File: src/rtl/memory_mapping_pkg.sv
// -----------------------------------------------------------------------------
// memory_mapping
//   System address map shared by the CPU front end and the memory controllers,
//   plus the instruction-fetch types.
//   - INST_ROM_BEGIN/END, DATA_RAM_BEGIN/END : region bounds (inclusive)
//   - ifu_state_e   : fetch-unit control states
//   - fetch_entry_t : one fetched word as handed to decode {pc, instr, fault}
// -----------------------------------------------------------------------------
package memory_mapping;

    localparam logic [31:0] INST_ROM_BEGIN = 32'h0000_1000;
    localparam logic [31:0] INST_ROM_END   = 32'h0000_1FFF;
    localparam logic [31:0] DATA_RAM_BEGIN = 32'h0000_2000;
    localparam logic [31:0] DATA_RAM_END   = 32'h0000_2FFF;

    // Byte distance between consecutive sequential fetches.
    localparam logic [31:0] FETCH_STRIDE   = 32'd4;

    typedef enum logic [1:0] {
        IFU_IDLE = 2'd0,
        IFU_RUN  = 2'd1,
        IFU_HALT = 2'd2
    } ifu_state_e;

    typedef struct packed {
        logic [31:0] pc;
        logic [31:0] instr;
        logic        fault;
    } fetch_entry_t;

endpackage

File: src/rtl/inst_fetch_unit_fifo.sv
// -----------------------------------------------------------------------------
// fetch_fifo
//   Small FIFO of fetch_entry_t between the fetch response and decode.
//   The head entry is held in a register so decode sees a registered
//   {valid, entry}: a word pushed in cycle N is visible in cycle N+1.
//   When the FIFO is empty the head register keeps its last contents.
// Ports
//   clk        in   clock
//   rst        in   synchronous reset, active low
//   flush      in   discard all entries (overrides push and pop)
//   push       in   write push_data
//   push_data  in   entry to write
//   pop        in   consume the head entry
//   head_valid out  FIFO non-empty
//   head_data  out  oldest entry
//   count      out  number of stored entries
// Parameters
//   DEPTH      entries, power of two, >= 2
// -----------------------------------------------------------------------------
module fetch_fifo
    import memory_mapping::*;
#(
    parameter  int DEPTH = 2,
    localparam int PTR_W = $clog2(DEPTH),
    localparam int CNT_W = $clog2(DEPTH + 1)
) (
    input  logic               clk,
    input  logic               rst,
    input  logic               flush,
    input  logic               push,
    input  fetch_entry_t       push_data,
    input  logic               pop,
    output logic               head_valid,
    output fetch_entry_t       head_data,
    output logic [CNT_W-1:0]   count
);

    fetch_entry_t     mem_reg [DEPTH];
    logic [PTR_W-1:0] wr_ptr_reg;
    logic [PTR_W-1:0] rd_ptr_reg;
    logic [PTR_W-1:0] rd_ptr_next;
    logic [CNT_W-1:0] count_reg;
    logic [CNT_W-1:0] count_next;
    fetch_entry_t     head_reg;
    fetch_entry_t     head_next;
    logic             do_push;
    logic             do_pop;

    assign do_pop  = pop && (count_reg != '0);
    // A push into a full FIFO is only legal when the head leaves in the same cycle.
    assign do_push = push && ((count_reg != CNT_W'(DEPTH)) || do_pop);

    always_comb begin
        rd_ptr_next = rd_ptr_reg + PTR_W'(do_pop);
        count_next  = count_reg + CNT_W'(do_push) - CNT_W'(do_pop);
        head_next   = head_reg;
        if (count_next != '0) begin
            // If nothing older survives this cycle, the new head is the word
            // being written right now and is not in the array yet.
            if (do_push && ((count_reg - CNT_W'(do_pop)) == '0)) begin
                head_next = push_data;
            end else begin
                head_next = mem_reg[rd_ptr_next];
            end
        end
    end

    // Storage array: no reset, pointers define what is meaningful.
    always_ff @(posedge clk) begin
        if (do_push) begin
            mem_reg[wr_ptr_reg] <= push_data;
        end
    end

    always_ff @(posedge clk) begin
        if (!rst) begin
            wr_ptr_reg <= '0;
            rd_ptr_reg <= '0;
            count_reg  <= '0;
            head_reg   <= '0;
        end else if (flush) begin
            wr_ptr_reg <= '0;
            rd_ptr_reg <= '0;
            count_reg  <= '0;
        end else begin
            wr_ptr_reg <= wr_ptr_reg + PTR_W'(do_push);
            rd_ptr_reg <= rd_ptr_next;
            count_reg  <= count_next;
            head_reg   <= head_next;
        end
    end

    assign head_valid = (count_reg != '0);
    assign head_data  = head_reg;
    assign count      = count_reg;

endmodule

File: src/rtl/inst_fetch_unit.sv
// -----------------------------------------------------------------------------
// inst_fetch_unit
//   Instruction-fetch front end. Owns the PC, issues single-word reads to
//   inst_mem_ctrl, captures the word one cycle later and queues
//   {pc, instr, fault} for decode over a valid/ready handshake.
//   A redirect loads a new PC and flushes the queue and any in-flight read.
//   A fetch from an unmapped or misaligned PC produces one faulting entry and
//   stops fetching until the next redirect.
// Ports
//   clk, rst (sync, active low)
//   redirect_valid/redirect_pc   branch/jump target
//   imem_rd/imem_addr            read request to inst_mem_ctrl
//   imem_cmp/imem_instr          region decode and read data from inst_mem_ctrl
//   if_valid/if_ready            handshake to decode
//   if_pc/if_instr/if_fault      head entry
//   perf_fetch_cnt/perf_stall_cnt  only when IFU_PERF_CNT_EN is defined
// Parameters
//   RESET_PC   PC after reset
//   BUF_DEPTH  fetch FIFO entries (power of two, >= 2)
// Build option
//   IFU_PERF_CNT_EN : adds the two performance counters
// -----------------------------------------------------------------------------
module inst_fetch_unit
    import memory_mapping::*;
#(
    parameter logic [31:0] RESET_PC  = INST_ROM_BEGIN,
    parameter int          BUF_DEPTH = 2
) (
    input  logic        clk,
    input  logic        rst,
    input  logic        redirect_valid,
    input  logic [31:0] redirect_pc,
    output logic        imem_rd,
    output logic [31:0] imem_addr,
    input  logic [1:0]  imem_cmp,
    input  logic [31:0] imem_instr,
    output logic        if_valid,
    input  logic        if_ready,
    output logic [31:0] if_pc,
    output logic [31:0] if_instr,
    output logic        if_fault
`ifdef IFU_PERF_CNT_EN
    ,
    output logic [31:0] perf_fetch_cnt,
    output logic [31:0] perf_stall_cnt
`endif
);

    localparam int CNT_W = $clog2(BUF_DEPTH + 1);

    ifu_state_e       state_reg;
    ifu_state_e       state_next;
    logic [31:0]      pc_reg;
    logic             inflight_reg;
    logic [31:0]      inflight_pc_reg;
    logic             inflight_fault_reg;

    logic [CNT_W-1:0] fifo_count;
    logic             fifo_valid;
    fetch_entry_t     head_entry;
    fetch_entry_t     push_entry;
    logic             pop;
    logic             push;
    logic             issue;
    logic             fault_now;
    logic [CNT_W:0]   occupancy;

    assign pop       = fifo_valid && if_ready;
    // A response arriving in a redirect cycle belongs to the old path.
    assign push      = inflight_reg && !redirect_valid;
    assign fault_now = (imem_cmp == 2'b00) || (pc_reg[1:0] != 2'b00);

    // Entries the FIFO will hold after this cycle; the in-flight word already
    // owns a slot, so the FIFO can never be overrun.
    assign occupancy = {1'b0, fifo_count} + (CNT_W + 1)'(inflight_reg) - (CNT_W + 1)'(pop);
    assign issue     = rst && (state_reg == IFU_RUN) && !redirect_valid &&
                       (occupancy < (CNT_W + 1)'(BUF_DEPTH));

    always_comb begin
        state_next = state_reg;
        case (state_reg)
            IFU_IDLE: state_next = IFU_RUN;
            IFU_RUN:  if (issue && fault_now) state_next = IFU_HALT;
            IFU_HALT: state_next = IFU_HALT;
            default:  state_next = IFU_IDLE;
        endcase
        if (redirect_valid) begin
            state_next = IFU_RUN;
        end
    end

    always_ff @(posedge clk) begin
        if (!rst) begin
            state_reg          <= IFU_IDLE;
            pc_reg             <= RESET_PC;
            inflight_reg       <= 1'b0;
            inflight_pc_reg    <= '0;
            inflight_fault_reg <= 1'b0;
        end else begin
            state_reg <= state_next;
            if (redirect_valid) begin
                pc_reg       <= redirect_pc;
                inflight_reg <= 1'b0;
            end else begin
                // A faulting fetch leaves the PC on the offending address.
                if (issue && !fault_now) begin
                    pc_reg <= pc_reg + FETCH_STRIDE;
                end
                inflight_reg <= issue;
                if (issue) begin
                    inflight_pc_reg    <= pc_reg;
                    inflight_fault_reg <= fault_now;
                end
            end
        end
    end

    always_comb begin
        push_entry.pc    = inflight_pc_reg;
        push_entry.instr = inflight_fault_reg ? 32'd0 : imem_instr;
        push_entry.fault = inflight_fault_reg;
    end

    fetch_fifo #(
        .DEPTH (BUF_DEPTH)
    ) u_fetch_fifo (
        .clk        (clk),
        .rst        (rst),
        .flush      (redirect_valid),
        .push       (push),
        .push_data  (push_entry),
        .pop        (pop),
        .head_valid (fifo_valid),
        .head_data  (head_entry),
        .count      (fifo_count)
    );

    assign imem_rd   = issue;
    assign imem_addr = pc_reg;
    assign if_valid  = fifo_valid;
    assign if_pc     = head_entry.pc;
    assign if_instr  = head_entry.instr;
    assign if_fault  = head_entry.fault;

`ifdef IFU_PERF_CNT_EN
    logic [31:0] perf_fetch_reg;
    logic [31:0] perf_stall_reg;

    always_ff @(posedge clk) begin
        if (!rst) begin
            perf_fetch_reg <= '0;
            perf_stall_reg <= '0;
        end else begin
            if (push && !inflight_fault_reg) begin
                perf_fetch_reg <= perf_fetch_reg + 32'd1;
            end
            if (fifo_valid && !if_ready) begin
                perf_stall_reg <= perf_stall_reg + 32'd1;
            end
        end
    end

    assign perf_fetch_cnt = perf_fetch_reg;
    assign perf_stall_cnt = perf_stall_reg;
`endif

endmodule
File: config.mk
export PLATFORM = sky130hd
export DESIGN_NAME = inst_fetch_unit
export DESIGN_NICKNAME = d
export VERILOG_FILES = /design/src/rtl/memory_mapping_pkg.sv /design/src/rtl/inst_fetch_unit_fifo.sv /design/src/rtl/inst_fetch_unit.sv
export SDC_FILE = /design/constraint.sdc
export NUM_CORES = 1
export LEC_CHECK = 0
export BUFFER_PORTS_ARGS = -buffer_cell sky130_fd_sc_hd__buf_2
export CAP_MARGIN = 20
export CORE_AREA = 5 5 117 201
export DETAILED_ROUTE_END_ITERATION = 12
export DIE_AREA = 0 0 122 206
export PLACE_DENSITY = 0.72
export SLEW_MARGIN = 15
export SYNTH_ARGS = -nofsm -noshare
export SYNTH_HDL_FRONTEND = slang
export SYNTH_SLANG_ARGS = --single-unit
export TNS_END_PERCENT = 50
File: constraint.sdc
create_clock -name clk -period 3 [get_ports clk]
set_input_delay 0.6 -clock clk [delete_from_list [all_inputs] [get_ports clk]]
set_output_delay 0.6 -clock clk [all_outputs]
set_load 0.05 [all_outputs]
==> impl_metrics.csv, run 1 <==
group,metric,value,unit
yosys,async_reset_ff_frac,0,
clock_network,clkSlewWorstSetupHoldPaths,0.07,ns
power_and_ir_drop,p_int,5.78,mW
yosys,synth_top_area_share,0.360,
detailed_routing,drc,0,
grt,grt_pass1_vias,8122,
detailed_routing,postRouteAntennaNets,0,
power_and_ir_drop,clock_power_share,0.388,
grt,grt_overflow,0,
worst_setup_path,cp.required,2.40,ns
clock_network,htree_levels,1,
sta,tightest_slew,0.981,ns
worst_setup_path,r2r-start,"u_fetch_fifo.count[0]",
place,placed_cell_area,0.0122,mm^2
power_and_ir_drop,p_total,7.67,mW
detailed_routing,drt_iter0_markers,533,
worst_hold_path,holdCritPathClass,"in2reg",
power_and_ir_drop,netSwitchingFraction,0.246,
job,cap_violations,0,
die,core-area,0.0216,mm^2
worst_setup_path,start_kind,"flop",
worst_setup_path,r2r_end,"imem_addr[11]",
outcome,violations,"setup timing",
grt,grt_pass1_wl,42200,um
sta,relSlewSlack,0.346,
worst_setup_path,worstPathArrival,2.62,ns
power_and_ir_drop,combPwrFrac,0.092,
yosys,ys_ff_latch,267,
yosys,syn-num-nets,1046,
sta,whs,0.326,ns
worst_hold_path,hp-start,"redirect_pc[0]",
yosys,synthFlopType,"dfxtp_1",
clock_network,cts_tree,"built",
yosys,syn_avg_cell_area,11.2,um^2
grt,grt_max_degree,66,
die,initial_core_util,0.502,
yosys,yosys-top-cells-area,"edfxtp_1 36%, dfxtp_1 25%, nand3_1 6.7%, mux2i_1 6.5%, o211ai_1 4.6%",
die,io_pins,169,
sta,setup_viol,16,
worst_setup_path,crit_top_cell,"or2_4",
yosys,yosysSeqAreaShare,0.613,
final_layout,flow.area_growth_from_synthesis,22.1,%
yosys,synth_cell_types,56,
sta,hold_viol,0,
worst_setup_path,endpoint_kind,"primary output",
detailed_routing,routed_via_density,5.68,
sta,slew_violations,0,
detailed_routing,vias,8174,
worst_hold_path,min_path_cells,3,
worst_setup_path,critPathKind,"reg2out",
worst_setup_path,crit_chain,"or2_4, and2_4, ha_4, nand2b_4, fa_1, nand4b_1, or2_4, inv_8, buf_12",
clock_network,clockRootBuffer,"clkbuf_16",
yosys,synth.largest_area_cell,"edfxtp_1",
clock_network,cts_inserted_buffers,24,
final_layout,fin_area,0.0132,mm^2
yosys,synthCells,966,
sta,max_freq,310,MHz
sta,rsz0062_at_grt,"true",
clock_network,cts_buffer_depth,3,
sta,period_needed,3.22,ns
detailed_routing,drt-pass1-iter-count,5,
clock_network,clock_latency,0.51,ns
place,hpwl,16600,um
final_layout,nets,1209,
sta,fin_crit_sh,1.07,
worst_setup_path,cp_max_fo,2,
sta,worst_slack,-0.221,ns
power_and_ir_drop,p_leak,5.21,nW
die,die_height,206,um
sta,worst_clock_skew,0.0123,ns
yosys,synth_area,0.0108,mm^2
power_and_ir_drop,power_density,579,mW/mm^2
final_layout,drive_gt1_frac,0.251,
clock_network,cts_sinks,267,
worst_hold_path,holdPathEnd,"imem_addr[0]",
final_layout,largest_register_ff_count,130,
worst_setup_path,ff2ff_path_depth,12,
place,gp_congestion,0.921,
die,die_area,0.0251,mm^2
power_and_ir_drop,p_switching,1.89,mW
place,pre_cts_slack,-0.169,ns
die,die_w,122,um
outcome,outcome,"finished, violations left",
worst_setup_path,ff2ff_setup_slack,-0.10,ns
clock_network,cts_hold_buffers,0,
die,core.rowCount,71,
place,portBuffers,168,
worst_setup_path,max_stage_delay,0.48,ns
grt,antenna_found_initial,0,
worst_setup_path,cpLargestDelayFamily,"simple AND/OR/NAND/NOR gates",
power_and_ir_drop,seqPwrFrac,0.520,
worst_setup_path,critPathBufInv,2,
grt,grt_usage,0.209,
detailed_routing,wirelength,26900,um
final_layout,antenna_cells,0,
yosys,synth_warnings,0,
worst_setup_path,crit_path_top_delay_cell,"fa_1",
power_and_ir_drop,vdd_drop_max,0.429,mV
detailed_routing,wl_per_cell,18.7,um
yosys,synth_edf_count,130,
[worst reg2reg max path, stage by stage, from the launching register on]
cell      delay, ns
dfxtp_2        0.32
or2_4          0.25
and2_4         0.14
ha_4           0.20
nand2b_4       0.13
fa_1           0.48
nand4b_1       0.11
buf_4          0.16
or4_4          0.56
buf_8          0.18
nor3_4         0.18
a211oi_2       0.10
o21a_1         0.19
[final cells by class]
cell class / instances / area [um^2]
fillers: 1818 / 8360
clock buffers: 31 / 699
clock inverters: 13 / 73.8
repair buffers: 208 / 1310
multi-input cells: 608 / 4050
inverters: 20 / 82.6
well taps: 292 / 365
flip-flops and latches: 267 / 6650
[through the flow]
| stage | TNS [ns] | std cells | util |
|---|---|---|---|
| detailed placement | -1.83 | 1386 | 0.567 |
| finish | -0.882 | 1439 | 0.613 |
| CTS | -1.24 | 1436 | 0.606 |
| global placement | -0.589 | 1386 | 0.567 |
| floorplan | -0.374 | 966 | - |
| global route | -3.34 | 1439 | 0.613 |
[synth_stat cells, drive strengths merged, types with 12 or more instances]
library cell    n
nand3         144
buf            30
a31oi          13
mux2i          70
o21ai          21
edfxtp        130
dfxtp         137
nand2          84
a21oi          51
nor2b          32
inv            19
nand4          12
clkbuf         41
nor2           20
o211ai         66
[metal layers]
metal	global-route usage	share of wire	vias to the layer above
li1	-	-	3885
met1	0.255	0.39	3948
met2	0.375	0.52	287
met3	0.0279	0.058	54
met4	0.0741	0.031	0
met5	0	0	-
[repair_timing]
| item | CTS | global route |
|---|---|---|
| buffers inserted | 6 | 4 |
| pin swaps | 8 | 14 |
| gates resized for setup | 6 | 23 |
| gates cloned | 0 | 1 |
| setup endpoints to repair | 3 | 28 |
[worst max-delay path by stage]
stage / start / to / slack (ns) / cells after the start
5_1_grt: u_fetch_fifo.count[0] / imem_rd / -0.29 / 9
6_report: u_fetch_fifo.count[0] / imem_rd / -0.22 / 9
3_5_place_dp: if_ready / imem_addr[11] / -0.17 / 11
3_3_place_gp: if_ready / imem_addr[11] / -0.09 / 11
2_1_floorplan: u_fetch_fifo.count[1] / imem_rd / -0.06 / 10
4_1_cts: u_fetch_fifo.count[0] / imem_rd / -0.26 / 9
[power by group through the flow]
stage	clock, mW	combinational [mW]	sequential [mW]
3_5_place_dp	0	0.686	4.07
2_1_floorplan	0	0.276	4.24
5_1_grt	3.19	0.754	4.00
4_1_cts	3.04	0.695	3.99
6_report	2.97	0.704	3.99
3_3_place_gp	0	0.677	4.06
[kinds of logic (layout without fill, tap and decap cells)]
logic type               Yosys count  count (layout)  synth area share
adder cells (fa/ha/maj)           10              10            0.0122
XOR/XNOR                          15              15            0.0121
AO/OA/AOI/OAI                    176             176             0.105
multiplexers                      70              70            0.0647
buffers and inverters             91             272            0.0346
AND/OR/NAND/NOR                  337             337             0.157
flip-flops                       267             267             0.613
[cells in the final DEF (no fill, tap or decap), types with 4 or more instances in the layout]
cell type,Yosys,layout
a31oi_1,13,9
mux2i_1,70,70
or3_1,7,7
dfxtp_1,137,135
o211ai_1,66,66
nor3_4,0,4
nand2_1,84,84
clkbuf_16,0,27
buf_4,4,27
nor2_1,20,17
nor4_1,6,4
buf_12,0,11
o21ai_1,0,5
clkinv_1,1,4
edfxtp_1,130,130
xnor2_1,9,7
ha_1,9,6
nor2b_1,32,32
and2_1,7,6
nand4_1,12,12
clkinv_2,0,7
nand3_1,144,142
xor2_1,6,6
buf_2,9,167
a21oi_1,51,49
o21ai_0,21,15
inv_1,18,18
Note: power is estimated with default switching activity, not from simulation.
==> run 2, diff against run 1 <==
--- a/config.mk
+++ b/config.mk
@@ -11,6 +11,7 @@
 export DETAILED_ROUTE_END_ITERATION = 12
 export DIE_AREA = 0 0 122 206
 export PLACE_DENSITY = 0.72
+export RECOVER_POWER = 100
 export SLEW_MARGIN = 15
 export SYNTH_ARGS = -nofsm -noshare
 export SYNTH_HDL_FRONTEND = slang
==> run 2 against run 1 <==
The flow finishes with violations (capacitance limit, slew limit, setup timing). Total power decreased by 0.18%. Hold slack got worse by 0.0013 ns. Die area unchanged. Critical path depth unchanged. Via count decreased by 0.43%. Sequential power barely moved. Combinational power shrank 3%. Final cell count unchanged. Maximum frequency barely moved. Clock skew is essentially flat. Clock power barely moved. Largest power group unchanged.
==> impl_metrics.csv, run 2 (synthesis results as in run 1) <==
group,metric,value,unit
power_and_ir_drop,p_int,5.76,mW
worst_setup_path,cp_max_fo,2,
detailed_routing,drc,0,
detailed_routing,drt_iter0_markers,596,
die,core.rowCount,71,
worst_setup_path,cp.required,2.40,ns
power_and_ir_drop,vdd_drop_max,0.430,mV
clock_network,htree_levels,1,
final_layout,flow.area_growth_from_synthesis,20.8,%
grt,grtUsageMet2,0.375,
place,placed_cell_area,0.0122,mm^2
power_and_ir_drop,clock_power_share,0.389,
sta,hold_viol,0,
detailed_routing,wirelength,27000,um
clock_network,clockRootBuffer,"clkbuf_16",
clock_network,cts_tree,"built",
detailed_routing,wl_per_cell,18.8,um
grt,grt_overflow,0,
die,core-area,0.0216,mm^2
sta,period_needed,3.22,ns
die,die_height,206,um
final_layout,drive_gt1_frac,0.163,
power_and_ir_drop,power_density,585,mW/mm^2
final_layout,nFillCells,1871,
final_layout,fin_area,0.0131,mm^2
grt,grt_pass1_vias,8122,
place,gp_congestion,0.921,
power_and_ir_drop,seqPwrFrac,0.522,
sta,tightest_slew,1.75,ns
place,hpwl,16600,um
grt,gr-usage-met1,0.255,
sta,slew_violations,102,
sta,whs,0.324,ns
sta,max_freq,311,MHz
worst_setup_path,start_kind,"flop",
sta,worst_slack,-0.220,ns
clock_network,cts_inserted_buffers,24,
die,die_area,0.0251,mm^2
clock_network,clock_latency,0.51,ns
place,portBuffers,168,
die,io_pins,169,
sta,rsz0062_at_grt,"true",
grt,gr-usage-met3,0.0279,
final_layout,largest_register_ff_count,130,
sta,setup_viol,16,
power_and_ir_drop,p_total,7.65,mW
final_layout,layout_commonest_cell,"nand3_1",
detailed_routing,vias,8139,
detailed_routing,postRouteAntennaNets,0,
final_layout,layout_common_cells,"142 x nand3_1, 135 x dfxtp_1, 130 x edfxtp_1",
sta,worst_clock_skew,0.0124,ns
detailed_routing,routed_via_density,5.66,
grt,grt_max_degree,66,
detailed_routing,drt-pass1-iter-count,5,
worst_hold_path,holdCritPathClass,"in2reg",
die,initial_core_util,0.502,
power_and_ir_drop,combPwrFrac,0.090,
sta,relSlewSlack,-0.170,
die,die_w,122,um
power_and_ir_drop,p_switching,1.89,mW
grt,antenna_found_initial,0,
worst_setup_path,endpoint_kind,"primary output",
clock_network,cts_buffer_depth,3,
clock_network,clkSlewWorstSetupHoldPaths,0.07,ns
power_and_ir_drop,p_leak,4.78,nW
worst_setup_path,worstPathArrival,2.62,ns
sta,fin_crit_sh,1.07,
worst_setup_path,critPathKind,"reg2out",
outcome,violations,"capacitance limit, slew limit, setup timing",
grt,grt_usage,0.209,
grt,grt_pass1_wl,42200,um
final_layout,antenna_cells,0,
grt,grt-busiest-layer,"met2",
job,cap_violations,2,
clock_network,cts_sinks,267,
final_layout,nets,1209,
power_and_ir_drop,netSwitchingFraction,0.247,
outcome,outcome,"finished, violations left",
[run 2: cell types whose count changed in the layout (fill, tap and decap cells not counted)]
cell      delta
buf_2       -99
ha_4         -1
ha_2         +1
buf_4        -5
and2_0       +1
clkbuf_2     +3
clkbuf_1   +101
and2_1       -1
[run 2: path summary, 6_finish.rpt]
| kind | from | cells after the start | slack, ns | end |
|---|---|---|---|---|
| worst min register to register | inflight_pc_reg[24] | 0 | 0.48 | u_fetch_fifo.mem_reg[1][57] |
| worst max register to register | u_fetch_fifo.count[0] | 12 | -0.11 | imem_addr[11] |
| worst min-delay path | redirect_pc[0] | 3 | 0.32 | imem_addr[0] |
| worst max-delay path | u_fetch_fifo.count[0] | 9 | -0.22 | imem_rd |
[run 2: cell type report]
| class | instances | area, um^2 | share of cell area |
|---|---|---|---|
| flip-flops and latches | 267 | 6650 | 0.508 |
| multi-input cells | 608 | 4040 | 0.309 |
| repair buffers | 208 | 1170 | 0.0895 |
| clock buffers | 31 | 699 | 0.0535 |
| well taps | 292 | 365 | 0.0279 |
| inverters | 20 | 82.6 | 0.00631 |
| clock inverters | 13 | 73.8 | 0.00564 |
[run 2: worst max-delay path, cell delays in order (launching register included)]
cell	delay [ns]
dfxtp_2	0.32
or2_4	0.25
and2_4	0.14
ha_4	0.20
nand2b_4	0.13
fa_1	0.48
nand4b_1	0.11
or2_4	0.28
inv_8	0.07
buf_12	0.12
[run 2: through the flow]
stage | setup slack, ns | setup TNS (ns) | util | instances
after floorplan | -0.0644 | -0.374 | - | 966
after global placement | -0.0857 | -0.589 | 0.567 | 1386
after detailed placement | -0.169 | -1.83 | 0.567 | 1386
after CTS | -0.256 | -1.24 | 0.606 | 1436
after global routing | -0.291 | -3.46 | 0.606 | 1439
final | -0.220 | -0.914 | 0.606 | 1439
[run 2: repair_timing]
item,4_1_cts,5_1_grt
hold buffers,0,0
cloned,0,1
setup buffers,6,4
setup endpoints to repair,3,28
pin swaps,8,14
resized for setup,6,23
[run 2: power groups by stage]
stage | Combinational [mW] | Clock [mW] | Sequential [mW]
floorplan | 0.276 | 0 | 4.24
global placement | 0.677 | 0 | 4.06
detailed placement | 0.686 | 0 | 4.07
CTS | 0.695 | 3.04 | 3.99
global route | 0.737 | 3.19 | 4.00
finish | 0.686 | 2.97 | 3.99
[run 2: routing by layer]
layer	up-vias	share of wire
met2	260	0.52
met4	0	0.032
met5	-	0
met3	55	0.054
li1	3893	-
met1	3931	0.39
